[config.mk]
export PLATFORM = sky130hd
export DESIGN_NAME = srlatch_arbiter
export DESIGN_NICKNAME = d
export VERILOG_FILES = /design/src/rtl/srlatch_arbiter.sv
export SDC_FILE = /design/constraint.sdc
export NUM_CORES = 1
export LEC_CHECK = 0
export CAP_MARGIN = 20
export CORE_MARGIN = 3
export CORE_UTILIZATION = 30
export CTS_BUF_LIST = sky130_fd_sc_hd__clkbuf_4 sky130_fd_sc_hd__clkbuf_8
export CTS_CLUSTER_DIAMETER = 60
export DETAILED_ROUTE_END_ITERATION = 8
export PLACE_DENSITY = 0.49
export RECOVER_POWER = 25
export SLEW_MARGIN = 25
export SYNTH_ARGS = -nofsm -noshare
export SYNTH_HDL_FRONTEND = slang
export SYNTH_SLANG_ARGS = --single-unit
[constraint.sdc]
create_clock -name CLK -period 3.1 [get_ports CLK]
set_input_delay 0.62 -clock CLK [delete_from_list [all_inputs] [get_ports CLK]]
set_output_delay 0.62 -clock CLK [all_outputs]
set_load 0.005 [all_outputs]
[src/rtl/srlatch_arbiter.sv]
// Round-robin arbiter sharing one external SR latch between NREQ requesters.
// Each grant drives a timed S or R pulse, waits for settling, reads Q back and acknowledges.
module srlatch_arbiter #(
    parameter int unsigned NREQ       = 4,
    parameter int unsigned PULSE_CYC  = 2,
    parameter int unsigned SETTLE_CYC = 1
) (
    input  logic            CLK,
    input  logic            RST,
    input  logic [NREQ-1:0] REQ,
    input  logic [NREQ-1:0] OP,
    output logic [NREQ-1:0] GNT,
    output logic [NREQ-1:0] ACK,
    output logic            ERR,
    output logic            BUSY,
    output logic            S_OUT,
    output logic            R_OUT,
    input  logic            Q_IN
);

    localparam int unsigned CNT_MAX = (PULSE_CYC > SETTLE_CYC) ? PULSE_CYC : SETTLE_CYC;
    localparam int unsigned CW      = $clog2(CNT_MAX + 1);
    localparam int unsigned IW      = $clog2(NREQ);

    typedef enum logic [2:0] {
        ST_IDLE   = 3'd0,
        ST_DRIVE  = 3'd1,
        ST_SETTLE = 3'd2,
        ST_CHECK  = 3'd3,
        ST_DONE   = 3'd4
    } state_e;

    state_e          state_q, state_d;
    logic [IW-1:0]   ptr_q, ptr_d;
    logic [CW-1:0]   cnt_q, cnt_d;
    logic            target_q, target_d;
    logic [NREQ-1:0] gnt_q, gnt_d;
    logic [NREQ-1:0] ack_q, ack_d;
    logic            err_q, err_d;
    logic            busy_q, busy_d;
    logic            s_q, s_d;
    logic            r_q, r_d;

    logic            win_found;
    logic [IW-1:0]   win_idx;
    logic [NREQ-1:0] win_oh;
    logic            win_tgt;
    logic            win_skip;
    logic            cnt_last;
    int unsigned     scan_k;

    // Round-robin scan starting at ptr_q, wrapping modulo NREQ
    always_comb begin
        win_found = 1'b0;
        win_idx   = '0;
        scan_k    = 0;
        for (int unsigned off = 0; off < NREQ; off++) begin
            scan_k = (32'(ptr_q) + off) % NREQ;
            if (!win_found && REQ[IW'(scan_k)]) begin
                win_found = 1'b1;
                win_idx   = IW'(scan_k);
            end
        end
    end

    assign win_oh   = NREQ'(1) << win_idx;
    assign win_tgt  = OP[win_idx];
    assign win_skip = (Q_IN == win_tgt);
    assign cnt_last = (cnt_q == CW'(1));

    always_ff @(posedge CLK or posedge RST) begin
        if (RST) begin
            state_q  <= ST_IDLE;
            ptr_q    <= '0;
            cnt_q    <= '0;
            target_q <= 1'b0;
            gnt_q    <= '0;
            ack_q    <= '0;
            err_q    <= 1'b0;
            busy_q   <= 1'b0;
            s_q      <= 1'b0;
            r_q      <= 1'b0;
        end else begin
            state_q  <= state_d;
            ptr_q    <= ptr_d;
            cnt_q    <= cnt_d;
            target_q <= target_d;
            gnt_q    <= gnt_d;
            ack_q    <= ack_d;
            err_q    <= err_d;
            busy_q   <= busy_d;
            s_q      <= s_d;
            r_q      <= r_d;
        end
    end

    always_comb begin
        state_d = state_q;
        case (state_q)
            ST_IDLE: begin
                if (win_found) begin
                    state_d = win_skip ? ST_DONE : ST_DRIVE;
                end
            end
            ST_DRIVE: begin
                if (cnt_last) begin
                    state_d = (SETTLE_CYC > 0) ? ST_SETTLE : ST_CHECK;
                end
            end
            ST_SETTLE: begin
                if (cnt_last) begin
                    state_d = ST_CHECK;
                end
            end
            ST_CHECK: state_d = ST_DONE;
            ST_DONE:  state_d = ST_IDLE;
            default:  state_d = ST_IDLE;
        endcase
    end

    // Registered outputs and datapath; drives are only ever raised one at a time
    always_comb begin
        ptr_d    = ptr_q;
        cnt_d    = cnt_q;
        target_d = target_q;
        gnt_d    = gnt_q;
        ack_d    = '0;
        err_d    = 1'b0;
        s_d      = 1'b0;
        r_d      = 1'b0;
        busy_d   = (state_d != ST_IDLE);
        case (state_q)
            ST_IDLE: begin
                if (win_found) begin
                    gnt_d    = win_oh;
                    target_d = win_tgt;
                    ptr_d    = IW'((32'(win_idx) + 1) % NREQ);
                    if (win_skip) begin
                        ack_d = win_oh;
                    end else begin
                        s_d   = win_tgt;
                        r_d   = !win_tgt;
                        cnt_d = CW'(PULSE_CYC);
                    end
                end
            end
            ST_DRIVE: begin
                if (cnt_last) begin
                    cnt_d = CW'(SETTLE_CYC);
                end else begin
                    s_d   = s_q;
                    r_d   = r_q;
                    cnt_d = cnt_q - CW'(1);
                end
            end
            ST_SETTLE: begin
                if (!cnt_last) begin
                    cnt_d = cnt_q - CW'(1);
                end
            end
            ST_CHECK: begin
                ack_d = gnt_q;
                err_d = (Q_IN != target_q);
            end
            ST_DONE: begin
                gnt_d = '0;
            end
            default: begin
                gnt_d = '0;
            end
        endcase
    end

    assign GNT   = gnt_q;
    assign ACK   = ack_q;
    assign ERR   = err_q;
    assign BUSY  = busy_q;
    assign S_OUT = s_q;
    assign R_OUT = r_q;

endmodule

==> results of run 1 <==
## synthesized netlist by cell type
library cell | number | area (um2)
a21boi_0 | 1 | 7.510
clkbuf_1 | 1 | 3.750
a311o_1 | 1 | 10.01
a21o_1 | 2 | 15.01
dfrtp_1 | 20 | 500.5
xnor2_1 | 1 | 8.760
o21ai_1 | 1 | 5.000
o211ai_1 | 1 | 7.510
a221oi_4 | 1 | 26.28
mux2i_4 | 1 | 22.52
nor3_1 | 3 | 15.01
a21oi_1 | 5 | 25.02
and2_4 | 1 | 8.760
nor4_2 | 1 | 12.51
a32o_1 | 4 | 40.04
nor2b_1 | 1 | 6.260
nand3b_1 | 1 | 7.510
nand2b_1 | 5 | 31.28
a21o_2 | 1 | 8.760
and3_2 | 1 | 7.510
nand2_1 | 3 | 11.26
or2_2 | 1 | 6.260
o21a_1 | 1 | 7.510
o21ai_0 | 1 | 5.000
inv_1 | 8 | 30.03
clkbuf_2 | 1 | 5.000
mux2i_1 | 5 | 50.05
a2111oi_0 | 1 | 8.760
nor2_1 | 9 | 33.78
a22o_1 | 2 | 17.52
o21bai_1 | 1 | 7.510
ha_1 | 8 | 100.1
nor4_1 | 1 | 6.260
and2b_4 | 1 | 10.01
buf_2 | 2 | 10.01
o311ai_1 | 1 | 8.760
mux2_2 | 2 | 22.52
o22a_1 | 1 | 8.760
a211oi_1 | 1 | 7.510
## logic make-up after synthesis
| logic type | Yosys count | synth area share, % |
|---|---|---|
| muxes | 8 | 8.444 |
| xor gates and xnor gates | 1 | 0.7779 |
| AOI/OAI and AO/OA | 26 | 19.22 |
| adders and majority gates | 8 | 8.889 |
| buffers and inverters | 12 | 4.333 |
| and+or+nand+nor | 28 | 13.89 |
| DFF | 20 | 44.44 |
## area by class of cell
cell class	count	area, um2	area share (%)
Multi-Input combinational cell	71	586.8	37.52
Clock inverter	1	30.03	1.920
Timing Repair Buffer	35	317.8	20.32
Sequential cell	20	500.5	32.00
Tap cell	46	57.56	3.680
Clock buffer	3	41.29	2.640
Inverter	8	30.03	1.920
## state kept, by name, indices dropped and copies added, names as in the netlist
register / flops
ERR: 1
target_q: 1
state_q: 3
ACK: 4
S_OUT: 1
R_OUT: 1
GNT: 4
BUSY: 1
cnt_q: 2
ptr_q: 2
## per-stage QoR
step / std cells / setup slack [ps] / hold WS (ps) / TNS [ps] / utilization (%)
2_1_floorplan: 103 / 311.8 / 474.0 / 0 / -
3_3_place_gp: 180 / -140.6 / 486.0 / -195.6 / 42.75
3_5_place_dp: 180 / -210.1 / 487.0 / -353.1 / 42.75
4_1_cts: 184 / 56.66 / 507.7 / 0 / 44.81
5_1_grt: 184 / 8.859 / 530.8 / 0 / 45.09
6_report: 184 / 158.4 / 504.7 / 0 / 45.09
## per-layer routing
| layer | wire, um | track usage, % | part of all wire (%) | vias up |
|---|---|---|---|---|
| met2 | 1061 | 18.77 | 45 | 17 |
| met5 | 0 | 0 | 0 | - |
| met3 | 77 | 1.997 | 3.3 | 2 |
| met1 | 1186 | 15.35 | 51 | 426 |
| met4 | 13 | 4.557 | 0.56 | 0 |
| li1 | - | - | - | 438 |
## power breakdown
| group | internal (uW) | total [uW] | switching (uW) |
|---|---|---|---|
| Clock | 172 | 265 | 92.9 |
| Sequential | 357 | 449 | 92.5 |
| Combinational | 388 | 684 | 296 |
## final timing paths
| kind | cells after the start | startpoint | to |
|---|---|---|---|
| setup / recovery | 11 | REQ[2] | cnt_q[0]$_DFFE_PP0P_ |
| hold / removal | 1 | R_OUT$_DFFE_PP0P_ | R_OUT$_DFFE_PP0P_ |
| min in group asynchronous | 2 | RST | GNT[3]$_DFFE_PP0P_ |
| hold reg to reg | 1 | R_OUT$_DFFE_PP0P_ | R_OUT$_DFFE_PP0P_ |
| setup reg to reg | 10 | ptr_q[1]$_DFFE_PP0P_ | cnt_q[0]$_DFFE_PP0P_ |
| max in group asynchronous | 2 | RST | target_q$_DFFE_PP0P_ |
## timing repair
item / 4_1_cts / 5_1_grt
endpoints found under the setup margin: 0 / 2
gates resized for setup: 0 / 3
setup buffers: 0 / 0
==> impl_metrics.json, run 1 <==
{
  "syn_inst": 103,
  "gp_congestion": 0.7024,
  "clockBufferDepth": 2,
  "most-common-layout-cells": "20 x dfrtp_1, 20 x clkdlybuf4s50_1, 13 x buf_4",
  "drc": 0,
  "grt_usage_pct": 11.60,
  "synth_area_um2": 1126,
  "coreArea_um2": 3468,
  "crit_type": "in -> reg",
  "holdCritPathClass": "reg -> reg",
  "dpl.hpwl_mm": 1.785,
  "insertedDiodeCount": 0,
  "postRouteAntennaNets": 0,
  "detail_route.vias_per_cell": 4.799,
  "syn2layout_area_growth_pct": 38.89,
  "dieArea_um2": 4525,
  "setup_viol": 0,
  "crit_arrival_ps": 3090,
  "p_per_area_nw_per_um2": 894.2,
  "timing.fmax_mhz": 339.9,
  "fillerInstances": 336,
  "cp.required_ps": 3250,
  "yosysUniqueCellTypes": 39,
  "leakage_uw": 0.0007253,
  "grt_pass1_wl_mm": 3.995,
  "cp_num_buf_inv": 1,
  "cts_hold_buf": 0,
  "synth.net_count": 122,
  "die_w_um": 67.27,
  "vias": 883,
  "cts.sinks": 20,
  "post-route-period-util_pct": 94.89,
  "slowest_stage": "clkdlybuf4s50_1",
  "worstPathMaxFanout": 3,
  "numCtsBuffers": 3,
  "synth-seq-cells": 20,
  "timing.slew.headroom_pct": 47.03,
  "routed_wl_mm": 2.338,
  "wire_per_inst_um": 12.71,
  "synth.yosys.warnings": 0,
  "grt_max_degree": 21,
  "yosysSeqAreaShare_pct": 44.44,
  "root_buffer": "clkbuf_8",
  "drtIter0Drc": 26,
  "cap_violations": 0,
  "p_total_uw": 1398,
  "end_kind": "flop",
  "fp-row-count": 21,
  "tightest_slew_ps": 793.7,
  "path_delay_family": "compound AO/OA/AOI/OAI gates",
  "rsz0062_at_grt": "false",
  "tritoncts": "yes",
  "cts.clk_slew.worst_paths_ps": 80,
  "grt.overflow.total": 0,
  "syn_area_per_cell_um2": 10.93,
  "clock_skew_ps": 2.256,
  "worstPathCellList": "clkdlybuf4s50_1 -> and2b_4 -> a311o_1 -> and3_2 -> o21ai_2 -> o21ai_0 -> ha_1 -> nor2_2 -> o21bai_1 -> a21oi_2 -> mux2_2",
  "crit_path_start_kind": "input pin",
  "final_area_um2": 1564,
  "layout-drive-gt1-share_pct": 21.74,
  "final_nets": 158,
  "status": "complete, no violations",
  "firstDrtPassIters": 4,
  "clk-insertion-delay-late_ps": 260,
  "ctsHtreeMaxLevel": 1,
  "start_util_pct": 32.47,
  "grt_pass1_vias": 892,
  "antenna_found_initial": 0,
  "port_buffers": 22,
  "io_pins": 23,
  "dpl_cell_area_um2": 1483,
  "min_period_ps": 2942,
  "peakVddDrop_uv": 223.8,
  "hold_viol": 0,
  "die_y_um": 67.27,
  "ff2ff_setup_slack_ps": 530,
  "max_stage_delay_ps": 420,
  "slew_viol_final": 0
}
Note: power is estimated with default switching activity, not from simulation.
==> run 2: changes to the inputs <==
Settings changed: CTS_CLUSTER_DIAMETER 60 to 100.
Clock period 3.1 ns to 3.7 ns, I/O delays scaled along.
==> run 2 against run 1 <==
Compared with the run above:
- hold slack gained 1.7 ps
- final cell count shrank 5.4%
- largest cell class unchanged
- first-iteration DRC count grew 27%
- largest power group unchanged
- critical path type unchanged
==> impl_metrics.json, run 2 (same netlist as run 1, synthesis figures left out) <==
{
  "cap_violations": 0,
  "status": "complete, no violations",
  "setup_viol": 0,
  "worst_slack_ps": 464.6,
  "clock_skew_ps": 4.134,
  "tightest_slew_ps": 761.6,
  "grt_usage_pct": 11.19,
  "clkPwrFrac_pct": 15.5,
  "holdCritPathClass": "reg -> reg",
  "setup_tns_ps": 0,
  "cts_resized": 0,
  "dpl.hpwl_mm": 1.731,
  "final_area_um2": 1469,
  "p_total_uw": 1069,
  "hold_viol": 0,
  "end_kind": "flop",
  "vias": 849,
  "die_y_um": 67.27,
  "detail_route.vias_per_cell": 4.879,
  "pwr-share-seq_pct": 35.4,
  "die_w_um": 67.27,
  "cp-startpoint": "REQ[0]",
  "routed_wl_mm": 2.223,
  "hold-worst-slack_ps": 506.3,
  "wire_per_inst_um": 12.78,
  "rsz0062_at_grt": "false",
  "timing.fmax_mhz": 309.1,
  "tritoncts": "yes",
  "root_buffer": "clkbuf_8",
  "p_int_uw": 682.7,
  "dpl_worst_slack_ps": 198.9,
  "cp.required_ps": 3850,
  "hold_start": "S_OUT$_DFFE_PP0P_",
  "syn2layout_area_growth_pct": 30.44,
  "io_pins": 23,
  "cts.sinks": 20,
  "grt.overflow.total": 0,
  "slew_viol_final": 0,
  "fillerInstances": 355,
  "drtIter0Drc": 33,
  "layout-drive-gt1-share_pct": 14.06,
  "numCtsBuffers": 3,
  "port_buffers": 22,
  "insertedDiodeCount": 0,
  "drc": 0,
  "crit_arrival_ps": 3380,
  "most-common-layout-cells": "20 x dfrtp_1, 20 x clkdlybuf4s50_1, 9 x nor2_1, 8 x inv_1, 8 x ha_1",
  "r2r_start": "ptr_q[1]$_DFFE_PP0P_",
  "cts_hold_buf": 0,
  "switchingPower_uw": 385.9,
  "worstPathMaxFanout": 4,
  "min_period_ps": 3235,
  "p_per_area_nw_per_um2": 727.5,
  "crit_path_start_kind": "input pin",
  "grt_pass1_wl_mm": 3.753,
  "cts_setup_buffers": 0,
  "peakVddDrop_uv": 210.5,
  "postRouteAntennaNets": 0,
  "timing.slew.headroom_pct": 49.17,
  "crit_type": "in -> reg",
  "antenna_found_initial": 0,
  "combPwrFrac_pct": 49.1,
  "dpl_cell_area_um2": 1408,
  "clk-insertion-delay-late_ps": 260,
  "swShare_pct": 36.11,
  "grt_pass1_vias": 813,
  "grt_max_degree": 21,
  "dieArea_um2": 4525,
  "final_nets": 148,
  "clockBufferDepth": 2,
  "cts.clk_slew.worst_paths_ps": 70,
  "gp_congestion": 0.7488,
  "start_util_pct": 32.47,
  "ctsHtreeMaxLevel": 1,
  "coreArea_um2": 3468,
  "fp-row-count": 21,
  "firstDrtPassIters": 4,
  "leakage_uw": 0.0006695,
  "post-route-period-util_pct": 87.44
}
==> run 2: stage by stage <==
step                util (%)  instances
floorplan                  -        103
global placement       40.58        170
detailed placement     40.58        170
CTS                    42.17        174
global route           42.35        174
finish                 42.35        174
==> run 2: area by class of cell <==
class | instances | area [um2] | area share (%)
Tap cell | 46 | 57.56 | 3.918
Clock buffer | 4 | 55.05 | 3.748
Sequential cell | 20 | 500.5 | 34.07
Inverter | 8 | 30.03 | 2.044
Timing Repair Buffer | 25 | 242.7 | 16.52
Multi-Input combinational cell | 71 | 583.1 | 39.69
==> run 2: path summary, 6_finish.rpt <==
| check | to | slack (ps) | cells past startpoint |
|---|---|---|---|
| setup / recovery | cnt_q[0]$_DFFE_PP0P_ | 460 | 11 |
| hold / removal | S_OUT$_DFFE_PP0P_ | 510 | 1 |
| setup reg to reg | cnt_q[0]$_DFFE_PP0P_ | 1040 | 10 |
| hold reg to reg | S_OUT$_DFFE_PP0P_ | 510 | 1 |
| max in group asynchronous | ACK[3]$_DFF_PP0_ | 2170 | 2 |
| min in group asynchronous | GNT[1]$_DFFE_PP0P_ | 1060 | 2 |
==> run 2: metal layers <==
metal | vias to the layer above | track usage [%] | share of wire [%]
li1 | 418 | - | -
met1 | 404 | 15.17 | 49
met2 | 20 | 16.81 | 44
met3 | 7 | 2.496 | 4.2
met4 | 0 | 5.316 | 2.7
met5 | - | 0 | 0
==> run 2: power by group through the flow <==
stage / combinational, uW / clock [uW] / sequential, uW
5_1_grt: 595 / 180 / 391
3_5_place_dp: 526 / 0 / 383
3_3_place_gp: 530 / 0 / 378
2_1_floorplan: 367 / 0 / 355
6_report: 525 / 165 / 379
4_1_cts: 531 / 167 / 377
==> run 2: critical path, cell delays in order <==
cell,delay (ps)
clkdlybuf4s50_1,550
nand2_1,80
a311o_1,380
and2_4,190
mux2i_4,180
o21ai_0,150
ha_1,270
nor2_1,140
o21bai_1,80
a21oi_1,250
mux2_2,360
